### config.mk
export PLATFORM = sky130hd
export DESIGN_NAME = avalon_mm_arbiter
export DESIGN_NICKNAME = d
export VERILOG_FILES = /design/src/rtl/avalon_mm_arbiter_pkg.sv /design/src/rtl/avalon_mm_arbiter.sv
export SDC_FILE = /design/constraint.sdc
export NUM_CORES = 1
export LEC_CHECK = 0
export BUFFER_PORTS_ARGS = -buffer_cell sky130_fd_sc_hd__buf_2
export CORE_AREA = 2 2 108 110
export DETAILED_ROUTE_END_ITERATION = 16
export DIE_AREA = 0 0 110 112
export PLACE_DENSITY = 0.48
export SYNTH_ARGS = -nofsm -noshare
export SYNTH_HDL_FRONTEND = slang
export SYNTH_SLANG_ARGS = --single-unit
### constraint.sdc
create_clock -name clk -period 3.4 [get_ports clk]
set_input_delay 0.85 -clock clk [delete_from_list [all_inputs] [get_ports clk]]
set_output_delay 0.85 -clock clk [all_outputs]
set_load 0.005 [all_outputs]
### src/rtl/avalon_mm_arbiter_pkg.sv
// Shared types for the two-host Avalon-MM arbiter: data width, FSM states, bus owner,
// and the tie-break rule used in IDLE.
package Types;

   typedef logic [31:0] uint32_t;

   typedef enum logic [1:0] {
      IDLE,
      GRANT_INS,
      GRANT_DAT,
      WAIT_RD
   } arb_state_t;

   typedef enum logic {
      OWNER_INS,
      OWNER_DAT
   } arb_owner_t;

   // On a tie, round-robin hands the bus to whoever did not have it last;
   // fixed priority always favours the data host.
   function automatic arb_owner_t pick_owner(input logic       ins_req,
                                             input logic       dat_req,
                                             input arb_owner_t last_grant,
                                             input logic       fair);
      arb_owner_t winner;
      winner = OWNER_INS;
      if (ins_req && dat_req) begin
         if (fair)
            winner = (last_grant == OWNER_DAT) ? OWNER_INS : OWNER_DAT;
         else
            winner = OWNER_DAT;
      end else if (dat_req) begin
         winner = OWNER_DAT;
      end
      return winner;
   endfunction

endpackage

### src/rtl/avalon_mm_arbiter.sv
// Arbitrates an instruction host and a data host onto one Avalon-MM memory agent,
// with at most one transaction in flight.
module avalon_mm_arbiter
   import Types::*;
#(
   parameter bit FAIR = 1'b1
) (
   input  logic          clk,
   input  logic          rst,

   input  uint32_t       ins_address,
   input  logic [3:0]    ins_byteenable,
   input  logic          ins_read,
   output logic          ins_waitrequest,
   output uint32_t       ins_agent_to_host,
   output logic          ins_readdatavalid,

   input  uint32_t       dat_address,
   input  logic [3:0]    dat_byteenable,
   input  logic          dat_read,
   input  logic          dat_write,
   input  uint32_t       dat_host_to_agent,
   output logic          dat_waitrequest,
   output uint32_t       dat_agent_to_host,
   output logic          dat_readdatavalid,

   output uint32_t       mem_address,
   output logic [3:0]    mem_byteenable,
   output logic          mem_read,
   output logic          mem_write,
   output uint32_t       mem_host_to_agent,
   input  logic          mem_waitrequest,
   input  uint32_t       mem_agent_to_host,
   input  logic          mem_readdatavalid
);

   arb_state_t state;
   arb_owner_t owner;
   arb_owner_t last_grant;
   arb_owner_t winner;

   logic grant_ins;
   logic grant_dat;
   logic owner_read;
   logic owner_write;
   logic dat_req;

   // A simultaneous read and write from the data host is served as a read.
   assign dat_req     = dat_read | dat_write;
   assign grant_ins   = (state == GRANT_INS);
   assign grant_dat   = (state == GRANT_DAT);
   assign owner_read  = (grant_ins & ins_read) | (grant_dat & dat_read);
   assign owner_write = grant_dat & dat_write & ~dat_read;
   assign winner      = pick_owner(ins_read, dat_req, last_grant, FAIR);

   always_ff @(posedge clk or posedge rst) begin
      if (rst) begin
         state      <= IDLE;
         owner      <= OWNER_INS;
         last_grant <= OWNER_DAT;
      end else begin
         unique case (state)
            IDLE: begin
               if (ins_read || dat_req) begin
                  owner      <= winner;
                  last_grant <= winner;
                  state      <= (winner == OWNER_DAT) ? GRANT_DAT : GRANT_INS;
               end
            end
            GRANT_INS, GRANT_DAT: begin
               if (!(owner_read || owner_write))
                  state <= IDLE;
               else if (!mem_waitrequest)
                  state <= owner_read ? WAIT_RD : IDLE;
            end
            WAIT_RD: begin
               if (mem_readdatavalid)
                  state <= IDLE;
            end
            default: state <= IDLE;
         endcase
      end
   end

   // Command port follows the granted host combinationally; idle and read-wait drive nothing.
   assign mem_read          = owner_read;
   assign mem_write         = owner_write;
   assign mem_address       = grant_dat ? dat_address    : (grant_ins ? ins_address    : '0);
   assign mem_byteenable    = grant_dat ? dat_byteenable : (grant_ins ? ins_byteenable : '0);
   assign mem_host_to_agent = grant_dat ? dat_host_to_agent : '0;

   assign ins_waitrequest   = grant_ins ? mem_waitrequest : 1'b1;
   assign dat_waitrequest   = grant_dat ? mem_waitrequest : 1'b1;

   assign ins_agent_to_host = mem_agent_to_host;
   assign dat_agent_to_host = mem_agent_to_host;
   assign ins_readdatavalid = (state == WAIT_RD) && (owner == OWNER_INS) && mem_readdatavalid;
   assign dat_readdatavalid = (state == WAIT_RD) && (owner == OWNER_DAT) && mem_readdatavalid;

endmodule

==> impl_summary.txt <==
----------------------------------------------------
[Run status]
  Result of the run ... finished clean

[Cells and area]
  Fraction of final layout cells with drive strength greater than 1 ... 65.1%
  Synth-to-Final Area Change ... 47.4%
  Final Util ... between 10% and 20%
  Most common library cell in the layout ignoring fill and taps ... sky130_fd_sc_hd__buf_2
  Number of fill cells in the layout ... roughly 1300
  Most used cells in the layout excluding fill and tap cells ... sky130_fd_sc_hd__buf_2, sky130_fd_sc_hd__a22o_1, sky130_fd_sc_hd__and2_1, sky130_fd_sc_hd__nand2_1, sky130_fd_sc_hd__inv_1
  # nets final ... between 400 and 500
  Combined area of the multi-input logic cells ... between 700 and 800 um^2
  Antenna diodes ... 0
  Combined flip-flop and latch cell area ... 101 um^2

[CTS]
  CTS max path bufs ... 2
  Clock insertion delay at the later pin of the skew report ... 0.23 ns
  Resized cells post-CTS ... 0
  Total number of H-tree levels ... 1
  Post-CTS clock slew at the launch and capture registers of the worst setup and hold paths ... ~0.030 ns
  Sink Count ... 4
  Cts-stage hold buffer count ... 0
  TritonCTS clock tree ... built
  Clock root cell ... sky130_fd_sc_hd__clkbuf_16
  TritonCTS Buffers ... 3
  Post-CTS Setup Bufs ... 0

[GRT]
  Initial antenna violation count ... 0
  Pin count of the biggest net entering global routing ... 74
  Global-route wire length before repair ... roughly 6500 um
  Overall routing resource usage ... under 10%
  Overflow after GRT ... 0
  Number of global-route vias before repair ... 1470

[Drt]
  Residual DRC count ... 0
  Remaining number of nets flagged by the antenna check after routing ... 0
  Detailed-route wire length ... just over 5000 um
  First-pass iteration count of the detailed router ... 2
  Number of vias in the routed layout ... between 1500 and 2000
  Via count normalized by instance count ... about 3.9
  Iteration-0 DRC count of the detailed router ... 39
  Final routed wire length divided by cell count ... about 11 um

[Placed design]
  Number of I/O port buffers ... about 180
  Post-Place Setup Slack ... 0.852 ns
  Post-DP HPWL ... roughly 4300 um
  Routability-driven placement congestion ratio ... about 0.73

[Setup path]
  Crit end category ... primary output
  Kind of start point of the critical path ... register
  Critical Setup Path Class ... register to primary output
  Data arrival time of the critical path ... 1.92 ns
  WP data required ... about 2.6 ns
  Maximum fanout along the worst path ... 35
  Crit Reg-Reg Startpoint ... state[0]
  Depth of the most critical reg-to-reg path ... 7
  Worst r2r dst ... state[0]
  Setup slack of the most critical reg-to-reg path ... 1.27 ns
  Cells along the critical path ... inv_1 -> ha_1 -> nor2b_2 -> buf_4 -> a22o_1 -> buf_2
  Cell with the biggest individual delay on the critical path ... sky130_fd_sc_hd__dfrtp_1
  Largest stage delay, worst path ... 0.39 ns

[Synthesis]
  Number of distinct standard cells referenced by the synthesized netlist ... 23
  Sequential-to-total area share from yosys stat ... roughly 7%
  Dominant synthesized flop cell ... sky130_fd_sc_hd__dfrtp_1
  Cell count after synthesis ... approximately 190
  Total standard cell area after synthesis ... roughly 0.0014 mm^2
  Fraction of registers with async set/reset ... 100%
  Flip-flop and latch count after synthesis ... 4
  Post-Synthesis Mean Instance Area ... 7.52 um^2
  Nets in the synthesized netlist ... between 300 and 400
  Number of synthesized flops with an enable pin ... 0
  Total number of yosys warnings ... 0

[Floorplanning]
  Total Die Area ... roughly 0.012 mm^2
  Count of standard-cell rows ... 39
  Effective utilization at floorplan ... roughly an eighth
  Chip Height ... around 110 um
  Core Area ... roughly 0.011 mm^2
  Die width ... around 110 um
  IO Count ... ~280

[Worst hold path]
  Worst hold path startpoint ... last_grant
  Class of the tightest hold or removal check ... register to register
  Worst hold path cell count ... 2
  Worst-case hold path end point ... last_grant

[Timing]
  Final-report max-slew violation count ... 0
  Clock skew after layout ... roughly 0.0010 ns
  RSZ-0062 raised after global routing ... no
  Endpoints failing hold ... 0
  Final period demand of the worst path ... about 2.8 ns
  Slew at the pin closest to its max-slew limit ... a little over 0.6 ns
  Final worst path period share ... between 80 and 90%
  Setup violators final ... 0
  Fmax ... 361 MHz
  Crit path setup slack, layout ... ~0.63 ns
  Final setup TNS ... 0 ns
  Max-slew headroom ... 58.6%

[Job]
  # Max-Cap Violations ... 0

[Power and ir drop]
  Power per cell area ... around 570 mW/mm^2
  Largest vdd supply drop ... between 0.2 and 0.3 mV
  Total leakage power ... around 1.3 nW

----------------------------------------------------
==> worst max path at each step <==
stage	end	startpoint	slack (ns)
floorplan	mem_address[10]	state[0]	1.17
global placement	mem_byteenable[3]	state[1]	0.87
detailed placement	mem_byteenable[3]	state[1]	0.85
CTS	mem_byteenable[3]	state[1]	0.59
global route	mem_byteenable[3]	state[0]	0.51
finish	mem_byteenable[3]	state[1]	0.63
==> Yosys cell counts, types with 2 or more instances <==
cell type / n / area [um^2]
sky130_fd_sc_hd__buf_1: 2 / 7.51
sky130_fd_sc_hd__clkbuf_1: 5 / 18.8
sky130_fd_sc_hd__buf_2: 5 / 25.0
sky130_fd_sc_hd__a21oi_1: 3 / 15.0
sky130_fd_sc_hd__buf_4: 64 / 480
sky130_fd_sc_hd__nand2b_1: 2 / 12.5
sky130_fd_sc_hd__nand2_1: 8 / 30.0
sky130_fd_sc_hd__nor2b_1: 2 / 12.5
sky130_fd_sc_hd__nor2_1: 3 / 11.3
sky130_fd_sc_hd__o21ai_0: 4 / 20.0
sky130_fd_sc_hd__and2_1: 32 / 200
sky130_fd_sc_hd__a22o_1: 36 / 315
sky130_fd_sc_hd__ha_1: 5 / 62.6
sky130_fd_sc_hd__inv_1: 5 / 18.8
sky130_fd_sc_hd__dfrtp_1: 3 / 75.1
==> metal layers <==
layer / part of all wire [%] / GRT usage, % / up-vias
li1: - / - / 797
met1: 30 / 5.65 / 734
met2: 52 / 14.2 / 159
met3: 15 / 1.70 / 23
met4: 3.3 / 3.29 / 0
met5: 0 / 0 / -
==> logic make-up after synthesis <==
logic type	synth area share, %
buffers and inverters	39.1
multiplexers	1.78
AO/OA/AOI/OAI	27.2
flip-flops	7.21
AND/OR/NAND/NOR	20.2
adder cells (fa/ha/maj)	4.45
==> report_power, final <==
part	switching, mW	total [mW]	leakage [nW]	internal [mW]
Sequential	0.0181	0.0937	0.0470	0.0757
Combinational	0.428	0.897	1.17	0.469
Clock	0.0370	0.192	0.0382	0.155
Total	0.483	1.18	1.25	0.700
==> registers in the layout, summed over array words and instances (netlist names) <==
signal and flops:
owner 1, state 2, last_grant 1
==> final cells by class <==
class	count	area share (%)
well taps	143	8.63
flip-flops and latches	4	4.89
multi-input cells	102	36.6
repair buffers	186	45.1
inverters	5	0.905
clock buffers	4	3.80
==> worst max-delay path, delay by kind of cell, from the launching register on <==
kind | cells | cell delay, ns
buf+inv | 3 | 0.60
flops | 1 | 0.39
fa+ha+maj | 1 | 0.29
compound gates | 1 | 0.22
simple gates | 1 | 0.18
==> metrics by stage <==
step	instances	hold slack [ns]	instance area [um^2]	power (mW)
5_1_grt	444	0.529	2070	1.31
2_1_floorplan	187	0.463	1410	0.678
3_5_place_dp	440	0.494	1990	1.01
3_3_place_gp	440	0.477	1990	0.996
6_report	444	0.492	2070	1.18
4_1_cts	444	0.500	2070	1.21
Note: power is estimated with default switching activity, not from simulation.
